`src/rtl/mult_div_unit.sv`:
```
// mult_div_unit: 32-bit iterative multiply/divide unit with architectural HI/LO registers.
//   clk, rst_n        : rising-edge clock, asynchronous active-low reset
//   start, op[1:0]    : begin MULT(00)/MULTU(01)/DIV(10)/DIVU(11), sampled only in IDLE
//   a, b              : multiplicand/dividend, multiplier/divisor
//   mthi, mtlo, wdata : direct writes to HI/LO while idle
//   busy              : operation in progress
//   done, div_by_zero : one-cycle completion pulse and divide-by-zero flag
//   hi, lo            : architectural HI/LO
module mult_div_unit (
    input  logic        clk,
    input  logic        rst_n,
    input  logic        start,
    input  logic [1:0]  op,
    input  logic [31:0] a,
    input  logic [31:0] b,
    input  logic        mthi,
    input  logic        mtlo,
    input  logic [31:0] wdata,
    output logic        busy,
    output logic        done,
    output logic        div_by_zero,
    output logic [31:0] hi,
    output logic [31:0] lo
);
    typedef enum logic [1:0] {IDLE, CALC, FIX} state_t;
    state_t      state_q, state_d;
    logic [1:0]  op_q, op_d;
    logic [31:0] am_q, am_d, bm_q, bm_d;
    logic        neg_q, neg_d, rneg_q, rneg_d, dbz_pend_q, dbz_pend_d;
    logic [5:0]  cnt_q, cnt_d;
    logic [63:0] acc_q, acc_d;
    logic [31:0] hi_q, hi_d, lo_q, lo_d;
    logic        done_q, done_d, dbz_q, dbz_d;
    logic        sgn;
    logic [31:0] a_abs, b_abs, quo, rem;
    logic [32:0] mul_sum, rem_sh, div_diff;
    logic [63:0] prod;
    assign busy        = state_q != IDLE;
    assign done        = done_q;
    assign div_by_zero = dbz_q;
    assign hi          = hi_q;
    assign lo          = lo_q;
    always_comb begin
        sgn      = ~op[0];
        a_abs    = (sgn && a[31]) ? -a : a;
        b_abs    = (sgn && b[31]) ? -b : b;
        // Multiply: acc = {partial product, remaining multiplier bits}, shifted right each step.
        mul_sum  = {1'b0, acc_q[63:32]} + {1'b0, acc_q[0] ? am_q : 32'd0};
        // Divide: acc = {partial remainder, dividend/quotient bits}, shifted left each step.
        // The partial remainder is always below the divisor, so bit 32 of the difference is the borrow.
        rem_sh   = acc_q[63:31];
        div_diff = rem_sh - {1'b0, bm_q};
        prod     = neg_q ? -acc_q : acc_q;
        quo      = neg_q ? -acc_q[31:0] : acc_q[31:0];
        rem      = rneg_q ? -acc_q[63:32] : acc_q[63:32];
        state_d    = state_q;
        op_d       = op_q;
        am_d       = am_q;
        bm_d       = bm_q;
        neg_d      = neg_q;
        rneg_d     = rneg_q;
        dbz_pend_d = dbz_pend_q;
        cnt_d      = cnt_q;
        acc_d      = acc_q;
        hi_d       = hi_q;
        lo_d       = lo_q;
        done_d     = 1'b0;
        dbz_d      = 1'b0;
        case (state_q)
            IDLE: begin
                if (start) begin
                    op_d       = op;
                    am_d       = a_abs;
                    bm_d       = b_abs;
                    neg_d      = sgn & (a[31] ^ b[31]);
                    rneg_d     = sgn & a[31];
                    dbz_pend_d = op[1] & (b == 32'd0);
                    cnt_d      = 6'd0;
                    acc_d      = {32'd0, op[1] ? a_abs : b_abs};
                    state_d    = CALC;
                end else begin
                    hi_d = mthi ? wdata : hi_q;
                    lo_d = mtlo ? wdata : lo_q;
                end
            end
            CALC: begin
                if (dbz_pend_q) begin
                    dbz_pend_d = 1'b0;
                    done_d     = 1'b1;
                    dbz_d      = 1'b1;
                    state_d    = IDLE;
                end else begin
                    acc_d   = !op_q[1] ? {mul_sum, acc_q[31:1]} :
                              div_diff[32] ? {rem_sh[31:0], acc_q[30:0], 1'b0} :
                                             {div_diff[31:0], acc_q[30:0], 1'b1};
                    cnt_d   = cnt_q + 6'd1;
                    state_d = (cnt_q == 6'd31) ? FIX : CALC;
                end
            end
            FIX: begin
                hi_d    = op_q[1] ? rem : prod[63:32];
                lo_d    = op_q[1] ? quo : prod[31:0];
                done_d  = 1'b1;
                state_d = IDLE;
            end
            default: state_d = IDLE;
        endcase
    end
    always_ff @(posedge clk or negedge rst_n) begin
        if (!rst_n) begin
            state_q    <= IDLE;
            op_q       <= 2'd0;
            am_q       <= 32'd0;
            bm_q       <= 32'd0;
            neg_q      <= 1'b0;
            rneg_q     <= 1'b0;
            dbz_pend_q <= 1'b0;
            cnt_q      <= 6'd0;
            acc_q      <= 64'd0;
            hi_q       <= 32'd0;
            lo_q       <= 32'd0;
            done_q     <= 1'b0;
            dbz_q      <= 1'b0;
        end else begin
            state_q    <= state_d;
            op_q       <= op_d;
            am_q       <= am_d;
            bm_q       <= bm_d;
            neg_q      <= neg_d;
            rneg_q     <= rneg_d;
            dbz_pend_q <= dbz_pend_d;
            cnt_q      <= cnt_d;
            acc_q      <= acc_d;
            hi_q       <= hi_d;
            lo_q       <= lo_d;
            done_q     <= done_d;
            dbz_q      <= dbz_d;
        end
    end
endmodule

```
`config.mk`:
```
export PLATFORM = sky130hd
export DESIGN_NAME = mult_div_unit
export DESIGN_NICKNAME = d
export VERILOG_FILES = /design/src/rtl/mult_div_unit.sv
export SDC_FILE = /design/constraint.sdc
export NUM_CORES = 1
export LEC_CHECK = 0
export CORE_MARGIN = 10
export CORE_UTILIZATION = 35
export CTS_CLUSTER_DIAMETER = 80
export DETAILED_ROUTE_END_ITERATION = 6
export HOLD_SLACK_MARGIN = 0.03
export PLACE_DENSITY = 0.63
export SLEW_MARGIN = 20
export SYNTH_ARGS = -nofsm -noshare
export SYNTH_HDL_FRONTEND = slang
export SYNTH_SLANG_ARGS = --single-unit
export TNS_END_PERCENT = 1
```
`constraint.sdc`:
```
create_clock -name clk -period 6.7 [get_ports clk]
set_clock_uncertainty 0.15 [all_clocks]
set_input_delay 1.34 -clock clk [delete_from_list [all_inputs] [get_ports clk]]
set_output_delay 1.34 -clock clk [all_outputs]
set_load 0.01 [all_outputs]
```
# After elaboration in Yosys (flattened, before gate mapping)
# Cells that the tools add are included.
dict set report word_totals {
  output_inout_bits 67
  in_bits 103
  ff_bits 207
}
dict set report op_classes {
  reduce_logical 12
  n_bitwise 5
  eq_ne 8
  n_addsub 8
  muxes 32
}
# op count
set op_table {}
lappend op_table {{32-bit two-way mux} 12}
lappend op_table {{64-bit two-way mux} 5}
lappend op_table {{32-bit negator} 4}
lappend op_table {{32-bit one-hot mux with 2 select lines} 2}
lappend op_table {{64-bit one-hot mux with 2 select lines} 1}
lappend op_table {{64-bit negator} 1}
lappend op_table {{32-bit by 32-bit adder with 33-bit output} 1}
lappend op_table {{33-bit by 32-bit subtractor with 33-bit output} 1}
lappend op_table {{32-bit logical NOT} 1}
lappend op_table {{6-bit two-way mux} 2}
lappend op_table {{6-bit one-hot mux with 2 select lines} 1}
lappend op_table {{2-bit inequality test (second input constant)} 5}
lappend op_table {{3-bit AND reduction} 3}
lappend op_table {{6-bit by 1-bit adder with 6-bit output (second input constant)} 1}
lappend op_table {{6-bit by 5-bit == test with 1-bit output (second input constant)} 1}
lappend op_table {{2-bit two-way mux} 3}
lappend op_table {{2-bit nonzero test} 3}
lappend op_table {{1-bit one-hot mux with 2 select lines} 2}
lappend op_table {{2-bit one-hot mux with 2 select lines} 1}
lappend op_table {{2-bit AND reduction} 2}
lappend op_table {{1-bit bitwise AND} 3}
lappend op_table {{1-bit two-way mux} 3}
lappend op_table {{2-bit by 1-bit == test with 1-bit output (second input constant)} 1}
lappend op_table {{2-bit == test (second input constant)} 1}
lappend op_table {{other kinds (4)} 5}

# Longest topological paths before layout
# Gate-level depths: netlist (run 1).
dict set report depth {
  depth_word 6
  mapped_depth 15
  mapped_depth_nobuf 13
}

# Least setup slack after synthesis (run 1)
# No wires, ideal clock.
dict set report synth_timing {
  path_type {input to register}
  startpoint {input port b[9]}
  endpoint {register acc_q[26]}
  arrival_time_ps 3342
  cell_stages 8
  setup_slack_ps 3082
  path_cell_list {or4_1 nor4_1 and2_1 and3_1 a21oi_1 xnor2_1 mux2i_1 a221o_1}
}
dict set report synth_via {
  elab_chain_len 5
}
# item line_no
set synth_lines {}
lappend synth_lines {{from (decl)} 15} ;# input logic [31:0] b,
lappend synth_lines {{32-bit negator} 46} ;# b_abs = (sgn && b[31]) ? -b : b;
lappend synth_lines {{32-bit two-way mux} 46}
lappend synth_lines {{32-bit two-way mux} 79} ;# acc_d = {32'd0, op[1] ? a_abs : b_abs};
lappend synth_lines {{64-bit two-way mux} 71} ;# if (start) begin
lappend synth_lines {{64-bit one-hot mux with 2 select lines} 69} ;# case (state_q)
lappend synth_lines {{to (signal assigned)} 119} ;# acc_q <= 64'd0;
lappend synth_lines {{to (signal assigned)} 133} ;# acc_q <= acc_d;
lappend synth_lines {{to (decl)} 31} ;# logic [63:0] acc_q, acc_d;
# Every way passes these cells. The select of a mux whose other input is x is not followed.
# A chain may end at the register's enable or synchronous reset.

# Final worst setup path (run 1)
dict set report layout_timing {
  startpoint {register acc_q[31]}
  endpoint {register acc_q[39]}
}
dict set report layout_via {
  elab_chain_len 5
}
# item line_no
set layout_lines {}
lappend layout_lines {{33-bit by 32-bit subtractor with 33-bit output} 52} ;# div_diff = rem_sh - {1'b0, bm_q};
lappend layout_lines {{64-bit two-way mux} 94} ;# div_diff[32] ? {rem_sh[31:0], acc_q[30:0], 1'b0} :
lappend layout_lines {{64-bit two-way mux} 93} ;# acc_d = !op_q[1] ? {mul_sum, acc_q[31:1]} :
lappend layout_lines {{64-bit two-way mux} 87} ;# if (dbz_pend_q) begin
lappend layout_lines {{64-bit one-hot mux with 2 select lines} 69}
# Every way passes these cells. The select of a mux whose other input is x is not followed.

==> results of run 1 <==
per-stage QoR:
step / utilization, % / hold slack, ps / instances / instance area, µm² / setup WS, ps
after floorplan: - / 292 / 2011 / 16200 / 3080
after global placement: 40.4 / 306 / 2681 / 18400 / 1960
after detailed placement: 40.4 / 313 / 2681 / 18400 / 1950
after CTS: 41.9 / 326 / 2719 / 19100 / 2050
after global routing: 42.0 / 339 / 2719 / 19100 / 1730
final: 42.0 / 321 / 2719 / 19100 / 1960
power by group through the flow:
stage	sequential [mW]	clock [mW]	combinational (mW)
after floorplan	2.24	0	3.76
after global placement	2.59	0	5.38
after detailed placement	2.60	0	5.45
after CTS	2.58	1.24	5.48
after global routing	2.66	1.29	6.06
final	2.62	1.23	5.52
worst max-delay path, delay by kind of cell, from the launching register on:
kind	cells	cell delay, ps
adders and majority gates	2	680
muxes	1	190
AOI/OAI and AO/OA	5	1690
buffers and inverters	2	540
and+or+nand+nor	3	800
DFF	1	590
metal layers:
layer	wire length (µm)	global-route usage, %	vias up
li1	-	-	7416
met1	26900	28.6	7671
met2	28800	35.0	680
met3	4960	4.19	115
met4	2790	8.81	2
met5	10	0	-
final cells by class:
class / instances / area [µm²] / share of cell area (%)
flip-flops and latches: 206 / 5160 / 27.0
inverters: 67 / 251 / 1.32
clock inverters: 7 / 43.8 / 0.230
repair buffers: 193 / 1890 / 9.90
well taps: 600 / 751 / 3.93
multi-input cells: 1615 / 10300 / 54.1
clock buffers: 31 / 658 / 3.45
logic make-up (layout without fill, tap and decap cells):
group	Yosys count	count (layout)	share of synthesized area [%]
AOI/OAI and AO/OA	646	646	24.3
xor gates and xnor gates	176	176	9.54
adders and majority gates	74	74	5.82
buffers and inverters	190	298	4.55
DFF	206	206	31.9
muxes	78	78	5.14
and+or+nand+nor	641	641	18.8
worst min path at each step:
stage | to | slack [ps] | cells after the start
3_5_place_dp | am_q[19] | 310 | 2
5_1_grt | lo[17] | 340 | 1
6_report | am_q[3] | 320 | 2
4_1_cts | am_q[19] | 330 | 2
3_3_place_gp | am_q[19] | 310 | 2
2_1_floorplan | am_q[31] | 290 | 2
registers in the layout, summed over array words and instances (netlist names):
signal / cells
acc_q: 64
am_q: 32
bm_q: 32
cnt_q: 6
dbz_pend_q: 1
div_by_zero: 1
done: 1
hi: 32
lo: 32
neg_q: 1
op_q: 1
rneg_q: 1
state_q: 2
cells in the mapped netlist, drive strengths merged, types with 4 or more instances:
library cell  instances
a221oi                8
o21bai                4
o22a                  5
xor2                 85
a222oi                4
a31oi                19
ha                   72
mux2                 40
nor2                127
nor3                 33
nand2b               24
a211oi               31
dfrtp               206
o22ai                13
or4                  18
clkbuf               99
inv                  66
o211ai               11
nand3                37
or3                  18
nor2b                17
o221ai                9
o41ai                 9
and3                 15
a32oi                 4
nand2               255
buf                  24
a21oi               156
and2                 40
a21o                 37
nand4                12
a31o                  5
o21ai               248
nor4                 26
or2                   9
o311ai                5
o21a                 10
a22oi                19
xnor2                91
a221o                 5
o31ai                22
mux2i                38
==> summary.md, run 1 <==
| Metric | Value |
|---|---|
| Run status | complete, no violations |
| Internal power | 4.75 mW |
| Leak | 8.00 nW |
| Worst Hold Class | reg2reg |
| Slowest library cell on the worst path | o311ai_0 |
| CTS tree | yes |
| Via count of the first global-routing pass | between 15k and 20k |
| Htree depth | 1 |
| Initial antenna violation count | 2 |
| Routed length per placed instance | about 23 µm |
| Fmax | approximately 210 MHz |
| Clk pwr share | 13.2% |
| Setup Fix Bufs, Post-CTS | 0 |
| Fill count | around 4.7k |
| Synth top area share | roughly a third |
| Yosys reg bits | just over 200 |
| Reg2Reg Depth | 13 |
| Final Cycle Share | a little over two thirds |
| Crit Path Max Fanout | 16 |
| Tot Pwr | 9.37 mW |
| Synth top area cells | dfrtp_1, o21ai_0, nand2_1 |
| Syn_nets | 2188 |
| Final hold viol count | 0 |
| Area leader, netlist | dfrtp_1 |
| Worst slew margin | 31.0% |
| Sequential power share | 27.9% |
| Clock sink count | slightly above 200 |
| Ys async rst share | 100% |
| Worst EP required | 6980 ps |
| Switch share | 49.3% |
| Min cycle time layout | 4740 ps |
| Final Max Slew Viols | 0 |
| Post_cts resized | 0 |
| Top-Level Pins | 170 |
| Worst r2r src | acc_q[31] |
| DRC errors left | 0 |
| YS warnings | 0 |
| Maxcap violations | 0 |
| Clock slew at reported path FFs | 60 ps |
| Setup TNS | 0 ps |
| Reg-to-reg slack, setup | 1960 ps |
| Hold_sp | am_q[3] |
| Horiz. Die Dim | 235 µm |
| Most common cell after layout, fill and taps aside | nand2_1 |
| Dominant synthesized flop cell | dfrtp_1 |
| CP endpoint | acc_q[39] |
| Vias per std cell | between 5 and 6 |
| Cell area power density | 491 nW/µm² |
| # rows | roughly 80 |
| Initial DRC Count | 1416 |
| Endpoints failing setup | 0 |
| Maximum clock path buffer count | 3 |
| DIE AREA | ~55000 µm² |
| Yosys cell types | 77 |
| NumNets Final | between 2k and 2.5k |
| Worst-margin pin slew | 1030 ps |
| Most frequent cells in the layout | nand2_1, o21ai_0, dfrtp_1 |
| Overall routing resource usage | 21.9% |
| Port Buffer Count | 169 |
| VDD IR max | roughly 230 µV |
| Setup Crit Path Kind | reg2reg |
| Die height | 235 µm |
| Initial Utilization | 35.5% |
| RSZ-0062 raised after global routing | no |
| Drt first pass iters | 5 |
| FF-to-FF End | acc_q[39] |
| Detailed placement HPWL | 49200 µm |
| Antenna Nets Post-Route | 0 |
| Worst setup EP type | flip-flop |
| Worst Path Arrival | 5020 ps |
| Area Overhead vs Synth | 18.1% |
| Slowest Stage Delay on Critical Path | 730 ps |
| Gpl congestion | 0.968 |
| Synth Cell Area | 16200 µm² |
| Synth Instances | 2011 |
| Core area | 45500 µm² |
| Sequential fraction of the synthesis area | 31.9% |
| Critical Path, Cell by Cell | inv_1 -> ha_1 -> fa_1 -> nand2b_1 -> a211oi_1 -> o21ai_0 -> and2_1 -> o311ai_0 -> nor2_1 -> buf_4 -> mux2i_1 -> a21oi_1 -> a21o_2 |
| WL final | 63500 µm |
| Antenna diodes | 0 |
| Worst skew pair latency | 530 ps |
| Logic gate share of total power | 58.9% |
| CTS Buf Count | 24 |
| Largest net degree at the start of global routing | 123 |
| Total grt overflow | 0 |
| First-pass GRT wire length | between 90000 and 100000 µm |
| CP Launch Point | acc_q[31] |
| Layout cells sized above 1 | 6.04% |
| Avg Cell Area, Syn | 8.04 µm² |
| Hold bufs inserted after CTS | 0 |
| CTS Root Cell | clkbuf_16 |
| Post-synth EDFFs | 0 |
| Psw | 4.62 mW |
| Via count | between 15k and 20k |
| Critical path startpoint category | flip-flop |
No activity file was read; power rests on OpenSTA's default activity.
==> run 2: changes to the inputs <==
==> constraint.sdc (replaced) <==
create_clock -name clk -period 4.5 [get_ports clk]
set_clock_uncertainty 0.15 [all_clocks]
set_input_delay 0.9 -clock clk [delete_from_list [all_inputs] [get_ports clk]]
set_output_delay 0.9 -clock clk [all_outputs]
set_load 0.01 [all_outputs]
==> run 2 against run 1 <==
Effect of this change:
- hold slack got worse by 63 ps
- combinational power rose by 65%
- register-to-register slack got worse by 1700 ps
- cell count rose by 3.3%
- first-iteration DRC count rose by 12%
- critical path depth rose by 1
==> summary.md, run 2 (synthesis results as in run 1) <==
| Metric | Value |
|---|---|
| Met1 Usage GRT | 29.5% (+0.88 points) |
| Largest net degree at the start of global routing | 109 (-11%) |
| RSZ-0062 raised after global routing | no |
| Layout cells sized above 1 | 9.96% (+3.9 points) |
| Total grt overflow | 0 (unchanged) |
| DRC errors left | 0 (unchanged) |
| CTS Buf Count | 27 (+13%) |
| Clk pwr share | 16.0% (+2.8 points) |
| Initial antenna violation count | 1 (-1) |
| Worst skew pair latency | 570 ps (+40 ps) |
| Utilization after layout | 43.8% (+1.9 points) |
| Run status | complete, no violations |
| Post_cts resized | 0 (unchanged) |
| First-pass GRT wire length | 98800 µm (+3.2%) |
| NumNets Final | 2364 (+3.5%) |
| Initial Utilization | 35.5% (unchanged) |
| Logic gate share of total power | 60.7% (+1.8 points) |
| Worst-margin pin slew | 1270 ps (+242 ps) |
| Via count of the first global-routing pass | 15.7k (+2.4%) |
| Crit Path Max Fanout | 11 (-5) |
| Maximum clock path buffer count | 3 (unchanged) |
| Fmax | 237 MHz (+13%) |
| Top reg by flops | acc_q |
| Top-Level Pins | 170 (unchanged) |
| Internal power | 7.80 mW (+64%) |
| Worst r2r src | acc_q[31] |
| VDD IR max | 375 µV (+61%) |
| CP Launch Point | acc_q[31] |
| Most frequent cells in the layout | nand2_1, o21ai_0, dfrtp_1 |
| Worst Path Arrival | 4520 ps (-500 ps) |
| Htree depth | 1 (unchanged) |
| Max reg flops | 64 (unchanged) |
| Area Overhead vs Synth | 23.4% |
| Most common cell after layout, fill and taps aside | nand2_1 |
| Final hold viol count | 0 (unchanged) |
| Worst slew margin | 14.3% (-17 points) |
| Port Buffer Count | 169 (unchanged) |
| WL final | 66900 µm (+5.4%) |
| Busiest layer in global routing | met2 |
| Final Cycle Share | 93.6% (+23 points) |
| Hold bufs inserted after CTS | 0 (unchanged) |
| Setup TNS | 0 ps (unchanged) |
| Setup Fix Bufs, Post-CTS | 0 (unchanged) |
| Endpoints failing setup | 0 (unchanged) |
| Psw | 7.17 mW (+55%) |
| Overall routing resource usage | 22.9% (+0.95 points) |
| Final Max Slew Viols | 0 (unchanged) |
| Tot Pwr | 15.0 mW (+60%) |
| Critical path startpoint category | flip-flop |
| Sequential power share | 23.3% (-4.6 points) |
| Min cycle time layout | 4210 ps (-527 ps) |
| Worst EP required | 4810 ps (-2170 ps) |
| Leak | 8.52 nW (+6.5%) |
| Horiz. Die Dim | 235 µm (unchanged) |
| Detailed placement HPWL | 52600 µm (+6.9%) |
| Die height | 235 µm (unchanged) |
| Drt first pass iters | 7 (+2) |
| Cell area power density | 751 nW/µm² (+53%) |
| Maxcap violations | 0 (unchanged) |
| GR Layer Usage met3 | 4.74% (+0.56 points) |
| Clock slew at reported path FFs | 60 ps (about the same) |
| Setup Crit Path Kind | reg2reg |
| Clock sink count | 206 (unchanged) |
| Worst Hold Class | in2async |
| Routed length per placed instance | 23.8 µm (+2.0%) |
| Initial DRC Count | 1588 (+12%) |
| # rows | 78 (unchanged) |
| Worst setup EP type | flip-flop |
| DIE AREA | 55200 µm² (unchanged) |
| Gpl congestion | 0.975 (+0.72%) |
| Antenna Nets Post-Route | 0 (unchanged) |
| Core area | 45500 µm² (unchanged) |
| CTS Root Cell | clkbuf_16 |
| Switch share | 47.9% (-1.5 points) |
| Vias per std cell | 5.82 (-0.31%) |
| Met2 GRT Util | 36.8% (+1.8 points) |
| CTS tree | yes |
| Via count | 16.4k (+3.0%) |
==> run 2: cell count changes in the layout (fill, tap and decap cells not counted) <==
cell,change
nor4_2,-1
diode_2,+1
clkbuf_8,+2
clkbuf_1,-4
nor4_1,+1
inv_8,+1
inv_6,+4
bufinv_16,+5
buf_12,+1
clkinv_2,+2
buf_4,+76
clkbuf_16,+2
==> run 2: final timing paths <==
| path | endpoint | slack [ps] | cells after the start |
|---|---|---|---|
| max in group asynchronous | am_q[28] | 2840 | 2 |
| worst min-delay path | hi[15] | 260 | 1 |
| min in group clk | am_q[17] | 320 | 2 |
| worst min register to register | am_q[17] | 320 | 2 |
| worst max-delay path | acc_q[39] | 290 | 14 |
| worst max register to register | acc_q[39] | 290 | 14 |
==> run 2: cell type report <==
type                       count  area, µm²
sequential                   206       5160
clock inverter                19        250
antenna                        1       2.50
tap                          600        751
timing repair buffer         270       2480
clock buffer                  31        721
inverter                      67        251
multi-input combinational   1615      10300
fill                        4540      25500
==> run 2: per-layer routing <==
metal / vias up / wire length [µm] / share of wire, %
li1: 7597 / - / -
met1: 7926 / 28500 / 43
met2: 693 / 30300 / 45
met3: 141 / 5250 / 7.8
met4: 2 / 2890 / 4.3
met5: - / 13 / 0.019
==> run 2: stage by stage <==
| stage | instances | cell area [µm²] | hold slack [ps] | worst slack (ps) |
|---|---|---|---|---|
| final | 2809 | 19900 | 258 | 288 |
| after global routing | 2808 | 19900 | 320 | 73.7 |
| after CTS | 2808 | 19900 | 325 | 331 |
| after detailed placement | 2758 | 19000 | 313 | 309 |
| after global placement | 2758 | 19000 | 307 | 470 |
| after floorplan | 2011 | 16200 | 292 | 1030 |
==> run 2: worst max-delay path: stages (launching register included) <==
cell and delay, ps:
dfrtp_1 340, inv_1 140, ha_1 250, fa_1 410, nand2b_1 190, a211oi_1 330
o21ai_0 300, nand4_1 160, o311ai_0 130, buf_4 170, nor2_1 690, buf_4 340
mux2i_1 210, a21oi_1 80, a21o_2 200
==> run 2: power groups by stage <==
stage / combinational [mW] / sequential (mW) / clock [mW]
2_1_floorplan: 5.60 / 3.34 / 0
5_1_grt: 9.85 / 3.57 / 2.48
3_3_place_gp: 8.85 / 3.48 / 0
6_report: 9.09 / 3.49 / 2.39
4_1_cts: 8.97 / 3.47 / 2.40
3_5_place_dp: 8.93 / 3.50 / 0
==> run 3: changes to the inputs <==
--- a/config.mk
+++ b/config.mk
@@ -5,7 +5,7 @@
 export SDC_FILE = /design/constraint.sdc
 export NUM_CORES = 1
 export LEC_CHECK = 0
-export CORE_MARGIN = 10
+export CORE_MARGIN = 2
 export CORE_UTILIZATION = 35
 export CTS_CLUSTER_DIAMETER = 80
 export DETAILED_ROUTE_END_ITERATION = 6
==> run 3 against run 2 <==
Effect of this change:
- the run now ends with DRC left
- worst setup slack better by 250 ps
- register-to-register slack better by 250 ps
- critical path depth down 1
- sequential share of layout area up 0.48 points
- clock-buffer cell count is 3 higher
- cell count shrank 1.4%
- global-route usage up 3.2 points
- power decreased by 2.7%
- via count fell by 1.8%
- sequential power increased by 6.0%
- die area fell by 13%
==> summary.md, run 3 (synthesis results as in run 1) <==
| Metric | Value |
|---|---|
| Run status | complete, but fails checks |
| Failing checks | DRC |
| Layout cells sized above 1 | 8.12% (-1.8 points) |
| Final hold viol count | 0 (unchanged) |
| Critical path depth | 13 (-1) |
| Top reg by flops | acc_q |
| Most common cell after layout, fill and taps aside | nand2_1 |
| CP endpoint | acc_q[59] |
| DIE AREA | 47900 µm² (-13%) |
| Sequential power share | 25.4% (+2.1 points) |
| Detailed placement HPWL | 49900 µm (-5.2%) |
| Initial antenna violation count | 3 (+2) |
| Core area | 45500 µm² (unchanged) |
| Reg-to-reg slack, setup | 530 ps (+250 ps) |
| Cell area power density | 744 nW/µm² (-0.91%) |
| Initial DRC Count | 1513 (-4.7%) |
| Utilization after layout | 43.0% (-0.80 points) |
| Area Overhead vs Synth | 21.1% |
| Worst EP required | 4800 ps (about the same) |
| Initial Utilization | 35.5% (unchanged) |
| WL final | 63500 µm (-5.1%) |
| Switch share | 48.4% (+0.48 points) |
| Routed length per placed instance | 22.9 µm (-3.8%) |
| Drt first pass iters | 7 (unchanged) |
| Worst slew margin | 36.0% (+22 points) |
| Final Max Slew Viols | 0 (unchanged) |
| Antenna Nets Post-Route | 0 (unchanged) |
| Clk pwr share | 14.2% (-1.8 points) |
| Gpl congestion | 0.969 (-0.66%) |
| Via count of the first global-routing pass | 15.4k (-1.8%) |
| Worst path bufs/invs | 2 (-1) |
| Largest net degree at the start of global routing | 102 (-6.4%) |
| Total grt overflow | 0 (unchanged) |
| Crit path max-delay family | compound AO/OA/AOI/OAI gates |
| Clock sink count | 206 (unchanged) |
| Reg2Reg Depth | 13 (-1) |
| Die height | 219 µm (-6.8%) |
| Via count | 16.1k (-1.8%) |
| Setup Crit Path Kind | reg2reg |
| CTS Root Cell | clkbuf_16 |
| Worst Path Arrival | 4270 ps (-250 ps) |
| Internal power | 7.52 mW (-3.6%) |
| Maxcap violations | 0 (unchanged) |
| Worst setup EP type | flip-flop |
| Max reg flops | 64 (unchanged) |
| VDD IR max | 328 µV (-13%) |
| Busiest layer in global routing | met2 |
| First-pass GRT wire length | 94400 µm (-4.5%) |
| Final Cycle Share | 88.1% (-5.5 points) |
| Critical Path, Cell by Cell | inv_1 -> ha_1 -> fa_1 -> nand2b_1 -> a211oi_1 -> o21ai_0 -> and2_1 -> o311ai_0 -> nor2_1 -> buf_12 -> nand2_1 -> o22ai_1 -> a221o_1 |
| Met2 GRT Util | 41.6% (+4.8 points) |
| Worst skew pair latency | 570 ps (about the same) |
| NumNets Final | 2329 (-1.5%) |
| Port Buffer Count | 169 (unchanged) |
| Leak | 8.29 nW (-2.6%) |
| Psw | 7.04 mW (-1.7%) |
| Slowest library cell on the worst path | o311ai_0 |
| Critical path startpoint category | flip-flop |
| Hold bufs inserted after CTS | 0 (unchanged) |
| Htree depth | 1 (unchanged) |
| Worst r2r src | acc_q[31] |
| Fmax | 252 MHz (+6.2%) |
| Setup TNS | 0 ps (unchanged) |
| Horiz. Die Dim | 219 µm (-6.8%) |
| Met1 Usage GRT | 33.8% (+4.3 points) |
| Crit Path Max Fanout | 22 (+11) |
| FF-to-FF End | acc_q[59] |
| Most frequent cells in the layout | nand2_1, o21ai_0, dfrtp_1 |
| Logic gate share of total power | 60.4% (-0.3 points) |
| DRC errors left | 18 (+18) |
| Top-Level Pins | 170 (unchanged) |
| CTS Buf Count | 25 (-7.4%) |
| Min cycle time layout | 3970 ps (-245 ps) |
| Post_cts resized | 0 (unchanged) |
| Clock slew at reported path FFs | 60 ps (about the same) |
| Overall routing resource usage | 26.0% (+3.2 points) |
| Slowest Stage Delay on Critical Path | 590 ps (-100 ps) |
| CTS tree | yes |
| # rows | 78 (unchanged) |
| RSZ-0062 raised after global routing | no |
| Endpoints failing setup | 0 (unchanged) |
| Worst Hold Class | in2async |
| Maximum clock path buffer count | 3 (unchanged) |
| GR Layer Usage met3 | 5.67% (+0.92 points) |
| Vias per std cell | 5.80 (-0.44%) |
| Setup Fix Bufs, Post-CTS | 0 (unchanged) |
| CP Launch Point | acc_q[31] |
| Worst-margin pin slew | 960 ps (-313 ps) |
-- run 3: cell types whose count changed in the layout (fill, tap and decap cells not counted), moves of 3 or more --
cell,before,now
buf_4,99,63
clkbuf_1,1,5
bufinv_16,5,2
clkinv_2,6,3
-- run 3: worst min-delay path by stage --
stage / start / endpoint / slack (ps)
after floorplan: am_q[31] / am_q[31] / 290
after global placement: am_q[3] / am_q[3] / 310
after detailed placement: lo[11] / lo[11] / 310
after CTS: rst_n / lo[12] / 330
after global routing: lo[11] / lo[11] / 340
final: rst_n / lo[12] / 270
-- run 3: layout make-up --
| cell class | count | area, µm² |
|---|---|---|
| Inverter | 67 | 251 |
| Timing Repair Buffer | 237 | 2280 |
| Sequential cell | 206 | 5160 |
| Clock buffer | 34 | 699 |
| Clock inverter | 9 | 109 |
| Fill cell | 4615 | 25900 |
| Antenna cell | 2 | 5.00 |
| Tap cell | 600 | 751 |
| Multi-Input combinational cell | 1615 | 10300 |
-- run 3: metal layers --
metal | vias to the layer above | part of all wire [%]
met5 | - | 0
met4 | 0 | 5.0
met3 | 144 | 8.0
met2 | 679 | 45
met1 | 7722 | 42
li1 | 7516 | -
-- run 3: power groups by stage --
stage	Combinational, mW	Sequential, mW	Clock [mW]
2_1_floorplan	5.60	3.34	0
3_3_place_gp	8.54	3.68	0
3_5_place_dp	8.63	3.70	0
4_1_cts	8.66	3.67	2.08
5_1_grt	9.61	3.77	2.15
6_report	8.79	3.70	2.08
-- run 3: worst register-to-register path: cells and delay by family (launching register included) --
family	cells	cell delay (ps)
compound gates	5	1550
fa+ha+maj	2	660
simple gates	4	800
buf+inv	2	340
flops	1	340
-- run 3: per-stage QoR --
| stage | setup WS (ps) | hold slack, ps | area, µm² | cells | total power [mW] |
|---|---|---|---|---|---|
| floorplan | 1030 | 292 | 16200 | 2011 | 8.94 |
| global placement | 499 | 308 | 18700 | 2724 | 12.2 |
| detailed placement | 490 | 315 | 18700 | 2724 | 12.3 |
| CTS | 557 | 328 | 19500 | 2767 | 14.4 |
| global route | 188 | 337 | 19600 | 2769 | 15.5 |
| finish | 533 | 273 | 19600 | 2770 | 14.6 |
